===== src/rtl/comp_pkg.sv =====
// Shared definitions for the memory write-port arbiter: owner codes,
// arbiter states and default bus widths.
package comp_pkg;

   localparam int unsigned DEF_ADDR_W = 4;
   localparam int unsigned DEF_DATA_W = 8;

   localparam logic [1:0] OWN_CPU  = 2'd0;
   localparam logic [1:0] OWN_SER  = 2'd1;
   localparam logic [1:0] OWN_MAN  = 2'd2;
   localparam logic [1:0] OWN_NONE = 2'd3;

   typedef enum logic [1:0] {
      RUN,
      HOLD,
      WRITE
   } arb_state_t;

endpackage


===== src/rtl/mem_req_slot.sv =====
// One-entry write-request holding register with a sticky drop flag.
// A capture in the same cycle as a clear is accepted rather than dropped.
module mem_req_slot #(
   parameter int ADDR_W = 4,
   parameter int DATA_W = 8
) (
   input  logic              clk,
   input  logic              rst,
   input  logic              i_capture,
   input  logic              i_clear,
   input  logic [ADDR_W-1:0] i_addr,
   input  logic [DATA_W-1:0] i_data,
   output logic              o_valid,
   output logic [ADDR_W-1:0] o_addr,
   output logic [DATA_W-1:0] o_data,
   output logic              o_overflow
);

   logic              r_valid;
   logic [ADDR_W-1:0] r_addr;
   logic [DATA_W-1:0] r_data;
   logic              r_overflow;

   always_ff @(posedge clk) begin
      if (rst) begin
         r_valid    <= 1'b0;
         r_addr     <= '0;
         r_data     <= '0;
         r_overflow <= 1'b0;
      end else begin
         if (i_capture && (!r_valid || i_clear)) begin
            r_valid <= 1'b1;
            r_addr  <= i_addr;
            r_data  <= i_data;
         end else if (i_clear) begin
            r_valid <= 1'b0;
         end
         if (i_capture && r_valid && !i_clear)
            r_overflow <= 1'b1;
      end
   end

   assign o_valid    = r_valid;
   assign o_addr     = r_addr;
   assign o_data     = r_data;
   assign o_overflow = r_overflow;

endmodule


===== src/rtl/mem_write_arbiter.sv =====
// Shares the memory write port between the CPU and the serial/manual loaders,
// parking the CPU at an instruction boundary before any loader write.
module mem_write_arbiter
   import comp_pkg::*;
#(
   parameter int ADDR_W    = DEF_ADDR_W,
   parameter int DATA_W    = DEF_DATA_W,
   parameter int WR_CYCLES = 2
) (
   input  logic              clk,
   input  logic              rst,
   input  logic              prog_mode,
   input  logic              cpu_boundary,
   input  logic              cpu_halted,
   input  logic              cpu_we,
   input  logic [ADDR_W-1:0] cpu_addr,
   input  logic [DATA_W-1:0] cpu_wdata,
   input  logic              ser_valid,
   input  logic [ADDR_W-1:0] ser_addr,
   input  logic [DATA_W-1:0] ser_data,
   input  logic              man_key,
   input  logic [ADDR_W-1:0] man_addr,
   input  logic [DATA_W-1:0] man_data,
   output logic              mem_we,
   output logic [ADDR_W-1:0] mem_addr,
   output logic [DATA_W-1:0] mem_wdata,
   output logic              cpu_hold,
   output logic              ser_done,
   output logic              man_done,
   output logic              ser_overflow,
   output logic [1:0]        owner
);

   localparam logic [3:0] CNT_LAST = 4'(WR_CYCLES - 1);

   arb_state_t        r_state;
   logic              r_parked, r_sel_man, r_cpu_hold, r_ser_done, r_man_done;
   logic              r_man_key_q;
   logic [1:0]        r_owner;
   logic [3:0]        r_cnt;

   logic              w_ser_pend, w_man_pend, w_any_pend, w_park_now;
   logic              w_last, w_ser_clear, w_man_clear, w_man_rise;
   logic              w_man_ovf_unused;
   logic [ADDR_W-1:0] w_ser_addr, w_man_addr;
   logic [DATA_W-1:0] w_ser_data, w_man_data;

   assign w_man_rise  = man_key & ~r_man_key_q;
   // Slots empty on the last write cycle so the done cycle already sees them free.
   assign w_last      = (r_state == WRITE) && (r_cnt == CNT_LAST);
   assign w_ser_clear = w_last & ~r_sel_man;
   assign w_man_clear = w_last & r_sel_man;
   assign w_any_pend  = w_ser_pend | w_man_pend;
   assign w_park_now  = r_parked | cpu_boundary | cpu_halted | prog_mode;

   mem_req_slot #(.ADDR_W(ADDR_W), .DATA_W(DATA_W)) u_ser_slot (
      .clk(clk), .rst(rst), .i_capture(ser_valid), .i_clear(w_ser_clear),
      .i_addr(ser_addr), .i_data(ser_data), .o_valid(w_ser_pend),
      .o_addr(w_ser_addr), .o_data(w_ser_data), .o_overflow(ser_overflow)
   );

   mem_req_slot #(.ADDR_W(ADDR_W), .DATA_W(DATA_W)) u_man_slot (
      .clk(clk), .rst(rst), .i_capture(w_man_rise), .i_clear(w_man_clear),
      .i_addr(man_addr), .i_data(man_data), .o_valid(w_man_pend),
      .o_addr(w_man_addr), .o_data(w_man_data), .o_overflow(w_man_ovf_unused)
   );

   always_ff @(posedge clk) begin
      if (rst) begin
         r_state     <= RUN;
         r_parked    <= 1'b0;
         r_sel_man   <= 1'b0;
         r_cnt       <= '0;
         r_cpu_hold  <= 1'b0;
         r_ser_done  <= 1'b0;
         r_man_done  <= 1'b0;
         r_owner     <= OWN_CPU;
         r_man_key_q <= 1'b0;
      end else begin
         r_man_key_q <= man_key;
         r_ser_done  <= 1'b0;
         r_man_done  <= 1'b0;
         case (r_state)
            RUN: begin
               if (w_any_pend || prog_mode) begin
                  r_state    <= HOLD;
                  r_cpu_hold <= 1'b1;
                  r_owner    <= OWN_NONE;
               end
            end
            HOLD: begin
               if (w_park_now)
                  r_parked <= 1'b1;
               if (w_park_now && w_any_pend) begin
                  r_state   <= WRITE;
                  r_sel_man <= ~w_ser_pend;
                  r_cnt     <= '0;
                  r_owner   <= w_ser_pend ? OWN_SER : OWN_MAN;
               end else if (!w_any_pend && !prog_mode) begin
                  r_state    <= RUN;
                  r_parked   <= 1'b0;
                  r_cpu_hold <= 1'b0;
                  r_owner    <= OWN_CPU;
               end
            end
            WRITE: begin
               if (w_last) begin
                  r_state    <= HOLD;
                  r_owner    <= OWN_NONE;
                  r_ser_done <= ~r_sel_man;
                  r_man_done <= r_sel_man;
               end else begin
                  r_cnt <= r_cnt + 4'd1;
               end
            end
            default: r_state <= RUN;
         endcase
      end
   end

   always_comb begin
      mem_we    = 1'b0;
      mem_addr  = cpu_addr;
      mem_wdata = cpu_wdata;
      if (r_state == WRITE) begin
         mem_addr  = r_sel_man ? w_man_addr : w_ser_addr;
         mem_wdata = r_sel_man ? w_man_data : w_ser_data;
      end
      if (!rst) begin
         if (r_state == RUN)
            mem_we = cpu_we;
         else if (r_state == WRITE)
            mem_we = 1'b1;
      end
   end

   assign cpu_hold = r_cpu_hold;
   assign ser_done = r_ser_done;
   assign man_done = r_man_done;
   assign owner    = r_owner;

endmodule


===== config.mk =====
export PLATFORM = sky130hd
export DESIGN_NAME = mem_write_arbiter
export DESIGN_NICKNAME = d
export VERILOG_FILES = /design/src/rtl/comp_pkg.sv /design/src/rtl/mem_req_slot.sv /design/src/rtl/mem_write_arbiter.sv
export SDC_FILE = /design/constraint.sdc
export NUM_CORES = 1
export LEC_CHECK = 0
export ABC_AREA = 1
export ABC_CLOCK_PERIOD_IN_PS = 3800
export BUFFER_PORTS_ARGS = -buffer_cell sky130_fd_sc_hd__buf_2
export CAP_MARGIN = 20
export CORE_UTILIZATION = 30
export CTS_BUF_LIST = sky130_fd_sc_hd__clkbuf_8 sky130_fd_sc_hd__clkbuf_16
export CTS_CLUSTER_DIAMETER = 200
export DETAILED_ROUTE_END_ITERATION = 7
export GPL_TIMING_DRIVEN = 0
export PLACE_DENSITY_LB_ADDON = 0.3
export REMOVE_ABC_BUFFERS = 1
export SETUP_SLACK_MARGIN = 0.4
export SLEW_MARGIN = 30
export SYNTH_ARGS = -nofsm -noshare
export SYNTH_HDL_FRONTEND = slang
export SYNTH_SLANG_ARGS = --single-unit

===== constraint.sdc =====
create_clock -name clk -period 3.8 [get_ports clk]
set_clock_uncertainty 0.1 [all_clocks]
set_input_delay 0 -clock clk [delete_from_list [all_inputs] [get_ports clk]]
set_output_delay 0 -clock clk [all_outputs]
set_load 0.03 [all_outputs]

==> impl_metrics.toml, run 1 <==
[outcome]
outcome = "finished, final reports clean"

[clocking]
cts-root-buf = "clkbuf_8"
cts_buffers = 5
post_cts_buffers = 0
htree_levels = 2
clock_latency_ns = 0.29
numClockSinks = 41
cts_resized = 0
clk_pin_slew_ns = 0.08
clk_path_buf_depth = 2
cts_tree = "built"

[finish]
layout.nets = 397
n_antenna_cell = 0
final_cell_area_sq_um = 2547
synthToLayoutAreaGrowth_pct = 38.88
drive_gt1_frac = 0.2165

[logic_synthesis]
yosysTopAreaCellShare = 0.4475
synth_area_leader_cell = "dfxtp_1"
synth_edf_count = 0
ys.flop_type = "dfxtp_1"
synth-warning-count = 0
netlist_top_cells_area = "dfxtp_1, a21oi_1, nor2_1"
synthArstFlopShare = 0
ys_seq_elements = 41
seq_area_frac_synth = 0.4475
synth.cell_area_sq_um = 1834
ys_top_cells_by_count = "nor2_1, a21oi_1, nand2_1"
post-synth-top-count-cell = "nor2_1"
avgSynthCellArea_sq_um = 6.844
synth_cell_type_count = 21
synth_cells = 268

[worst_setup_path]
end_kind = "register"
ff2ff_setup_slack_ns = 1.61
critPathLaunchType = "register"
r2r_cells = 7
reg2reg_to = "u_ser_slot.o_data[4]"
cp.required_ns = 3.89
critPathKind = "register to register"
path_max_fanout = 14
r2r_start = "r_sel_man"
crit_arrival_ns = 2.29

[placed_design]
numPortBuffers = 62
place_congestion = 0.7513
placed_area_sq_um = 2183
hpwl_um = 3237
place_ws_ns = 1.592

[floorplan]
die_area_sq_um = 6431
rows = 28
dieHeight_um = 80.20
core_region_area_sq_um = 5921
initial_core_util = 0.3098
die_w_um = 80.20
io_pins = 63

[timing]
hold_slack_ns = 0.02753
hold_violations = 0
worstMarginPinSlew_ns = 0.9292
tns_ns = 0
min_period_ns = 2.195
clock.fmax_mhz = 455.6
fin_ws_ns = 1.605
drv_slew = 0
rsz0062_at_grt = "false"
slew_headroom = 0.3783
period_share = 0.5776
setup_viol = 0

[flow_run]
drv_cap = 0

[route]
wl_per_cell_um = 11.73
drt_first_iter_violations = 81
drc = 0
ant_nets = 0
drtPass1Iterations = 4
wl_um = 4996
vias = 2000
viasPerCell = 4.695

[grt]
overflow = 0
grt_max_degree = 25
first_global_vias = 1762
grt_pass1_wl_um = 8045
antenna_found_initial = 0
grt_usage = 0.1629

[power_and_ir_drop]
vdd_drop_max_mv = 0.1667
leakage_nw = 1.144
power.density_nw_per_um2 = 425.4
finalPower_mw = 1.084

[worst_hold_path]
holdPathStages = 2
hold_start = "rst"
hold-path-endpoint = "r_man_key_q"
min_path_type = "input port to register"
## registers in the layout, indices dropped and copies added (netlist names), 2 cells and up
| register | count |
|---|---|
| owner | 2 |
| r_cnt | 4 |
| r_state | 2 |
| u_man_slot.o_addr | 4 |
| u_man_slot.o_data | 8 |
| u_ser_slot.o_addr | 4 |
| u_ser_slot.o_data | 8 |
## area by class of cell
| type | instances | area [sq um] |
|---|---|---|
| Clock buffer | 5 | 68.82 |
| Clock inverter | 2 | 35.03 |
| Fill cell | 600 | 3373 |
| Inverter | 19 | 71.32 |
| Multi-Input combinational cell | 196 | 887.1 |
| Sequential cell | 41 | 820.8 |
| Tap cell | 75 | 93.84 |
| Timing Repair Buffer | 88 | 570.5 |
## worst max-delay path by stage
stage / from / end / depth (start not counted)
final: r_sel_man / u_ser_slot.o_data[4] / 7
after global routing: r_sel_man / u_ser_slot.o_addr[0] / 7
after CTS: r_sel_man / u_ser_slot.o_data[5] / 7
after detailed placement: r_sel_man / u_ser_slot.o_data[5] / 7
after global placement: r_sel_man / u_ser_slot.o_data[5] / 7
after floorplan: r_cnt[0] / u_man_slot.o_addr[0] / 8
## routing by layer
| metal | vias up | GRT usage | share of wire |
|---|---|---|---|
| met4 | 0 | 0.07321 | 0.021 |
| met2 | 47 | 0.2615 | 0.45 |
| li1 | 1040 | - | - |
| met3 | 9 | 0.03295 | 0.037 |
| met5 | - | 0 | 0 |
| met1 | 904 | 0.2091 | 0.49 |
## repair_timing
item,in CTS,in global routing
hold buffers,26,0
endpoints found under the setup margin,0,0
endpoints found under the hold margin,26,0
## cells by family after synthesis
| kind of cell | count (synthesis) | share of synthesized area |
|---|---|---|
| AOI/OAI and AO/OA | 67 | 0.1855 |
| adders and majority gates | 2 | 0.01364 |
| buffers and inverters | 31 | 0.06889 |
| DFF | 41 | 0.4475 |
| and+or+nand+nor | 127 | 0.2845 |
## stage by stage
stage | util | instances
4_1_cts | 0.4303 | 426
3_5_place_dp | 0.3688 | 393
3_3_place_gp | 0.3688 | 393
5_1_grt | 0.4303 | 426
2_1_floorplan | - | 256
6_report | 0.4303 | 426
## placed cells by master (no fill, tap or decap)
cell type	Yosys	layout
inv_2	2	2
ha_1	2	2
dfxtp_1	41	41
a31oi_1	1	1
inv_1	17	17
nor3_1	2	2
bufinv_16	0	1
o21ai_1	1	1
nand3_1	21	21
buf_2	1	62
o21ai_0	16	16
nand3b_1	1	1
nor2_2	1	1
o22ai_1	1	1
nand2_1	46	46
nand2_2	4	4
a21oi_1	47	47
clkbuf_8	0	5
clkinv_2	0	1
nor2_1	52	52
a211oi_1	1	1
dlygate4sd3_1	0	26
## power by group
group	total (mW)	switching (mW)	internal, mW
logic	0.254	0.160	0.0937
clock network	0.341	0.150	0.191
registers	0.489	0.0242	0.464
## worst max-delay path, cell delays in order, from the launching register on
cell,delay (ns)
dfxtp_1,0.67
inv_1,0.38
nand2_1,0.23
nand2_1,0.10
nand2_2,0.24
inv_2,0.18
nor2_1,0.13
nor2_1,0.05
No activity file was read; power rests on OpenSTA's default activity.
==> run 2, diff against run 1 <==
--- a/config.mk
+++ b/config.mk
@@ -6,7 +6,7 @@
 export NUM_CORES = 1
 export LEC_CHECK = 0
 export ABC_AREA = 1
-export ABC_CLOCK_PERIOD_IN_PS = 3800
+export ABC_CLOCK_PERIOD_IN_PS = 1780
 export BUFFER_PORTS_ARGS = -buffer_cell sky130_fd_sc_hd__buf_2
 export CAP_MARGIN = 20
 export CORE_UTILIZATION = 30
==> constraint.sdc (replaced) <==
create_clock -name clk -period 1.78 [get_ports clk]
set_clock_uncertainty 0.1 [all_clocks]
set_input_delay 0 -clock clk [delete_from_list [all_inputs] [get_ports clk]]
set_output_delay 0 -clock clk [all_outputs]
set_load 0.03 [all_outputs]
==> impl_metrics.toml, run 2 (synthesis results as in run 1) <==
[route]
drt_first_iter_violations = 106
ant_nets = 0
wl_per_cell_um = 13.23
vias = 2100
drtPass1Iterations = 4
drc = 0
wl_um = 5915
viasPerCell = 4.698

[placed_design]
place_congestion = 0.7513
dp_cells = 393
hpwl_um = 3237
numPortBuffers = 62

[worst_setup_path]
r2r_start = "r_cnt[1]"
cp.required_ns = 1.91
ff2ff_setup_slack_ns = 0.29
cp-endpoint = "u_man_slot.o_data[0]"
r2r_cells = 9
path_max_fanout = 5
reg2reg_to = "u_man_slot.o_data[0]"
end_kind = "register"
critPathLaunchType = "register"
critPathKind = "register to register"
setup.worst_path.start = "r_cnt[1]"
crit_arrival_ns = 1.62

[finish]
instances_no_fill = 447
synthToLayoutAreaGrowth_pct = 72.03
final_cell_mix = "buf_2, nor2_1, nand2_1"
final_common_cell = "buf_2"
layout.nets = 418
drive_gt1_frac = 0.4274
n_antenna_cell = 0
post-route-util = 0.5330

[grt]
first_global_vias = 1874
grt_usage = 0.1798
overflow = 0
antenna_found_initial = 0
grt_pass1_wl_um = 8735
grt_max_degree = 25

[clocking]
cts_tree = "built"
cts_buffers = 5
cts-root-buf = "clkbuf_8"
clk_pin_slew_ns = 0.08
clk_path_buf_depth = 2
numClockSinks = 41
htree_levels = 2
clock_latency_ns = 0.30

[floorplan]
die_area_sq_um = 6431
io_pins = 63
initial_core_util = 0.3098
dieHeight_um = 80.20
core_region_area_sq_um = 5921
rows = 28
die_w_um = 80.20

[timing]
slew_headroom = 0.4894
tns_ns = 0
worstMarginPinSlew_ns = 0.7650
min_period_ns = 1.491
period_share = 0.8375
setup_viol = 0
rsz0062_at_grt = "true"
hold_violations = 0
hold_slack_ns = 0.04057
clock.fmax_mhz = 670.8
drv_slew = 0

[power_and_ir_drop]
power.density_nw_per_um2 = 812.9
leakage_nw = 1.323
finalPower_mw = 2.565
vdd_drop_max_mv = 0.3741

[worst_hold_path]
min_path_type = "input port to register"

[flow_run]
drv_cap = 0

[outcome]
outcome = "finished, final reports clean"
## run 2: per-layer routing
metal / up-vias / wire length [um] / share of wire / GRT usage
li1: 1084 / - / - / -
met1: 937 / 2620 / 0.44 / 0.2205
met2: 66 / 2889 / 0.49 / 0.3009
met3: 13 / 286 / 0.048 / 0.03750
met4: 0 / 119 / 0.020 / 0.08036
met5: - / 0 / 0 / 0
## run 2: through the flow
stage	setup slack, ns	cell area (sq um)
floorplan	0.2226	1779
global placement	-0.4184	2183
detailed placement	-0.4277	2183
CTS	0.2902	2942
global route	0.2099	3156
finish	0.2893	3156
## run 2: final cells by class
cell class | instances | area, sq um
Sequential cell | 41 | 835.8
Timing Repair Buffer | 107 | 810.8
Tap cell | 75 | 93.84
Timing Repair inverter | 1 | 11.26
Multi-Input combinational cell | 197 | 1204
Inverter | 19 | 96.34
Clock buffer | 5 | 68.82
Clock inverter | 2 | 35.03
Fill cell | 545 | 2765
## run 2: critical path, cell delays in order, from the launching register on
cell       delay, ns
dfxtp_2         0.33
inv_2           0.07
ha_4            0.13
nand3_4         0.07
nor2_4          0.12
nand2_2         0.09
nand2_4         0.14
clkbuf_16       0.17
nand3_1         0.06
a21oi_1         0.14
## run 2: how the worst min path moves through the flow
stage	from	to	slack, ns	cells past startpoint
final	prog_mode	cpu_hold	0.04	5
after detailed placement	man_key	r_man_key_q	0.13	3
after floorplan	rst	r_cnt[0]	-0.03	1
after CTS	rst	r_man_key_q	0.03	2
after global placement	man_key	r_man_key_q	0.11	3
after global routing	rst	r_state[1]	0.07	2
## run 2: what timing repair did
item,CTS,global route
setup endpoints to repair,49,47
setup buffers,14,3
hold endpoints to repair,26,0
pin swaps,23,19
resized for setup,81,44
cloned,2,1
hold buffers,27,0
## run 2: report_power, final
part           internal (mW)  total (mW)  switching, mW
clock                  0.408       0.739          0.331
sequential             0.995        1.05         0.0566
combinational          0.326       0.775          0.450
total                   1.73        2.57          0.837
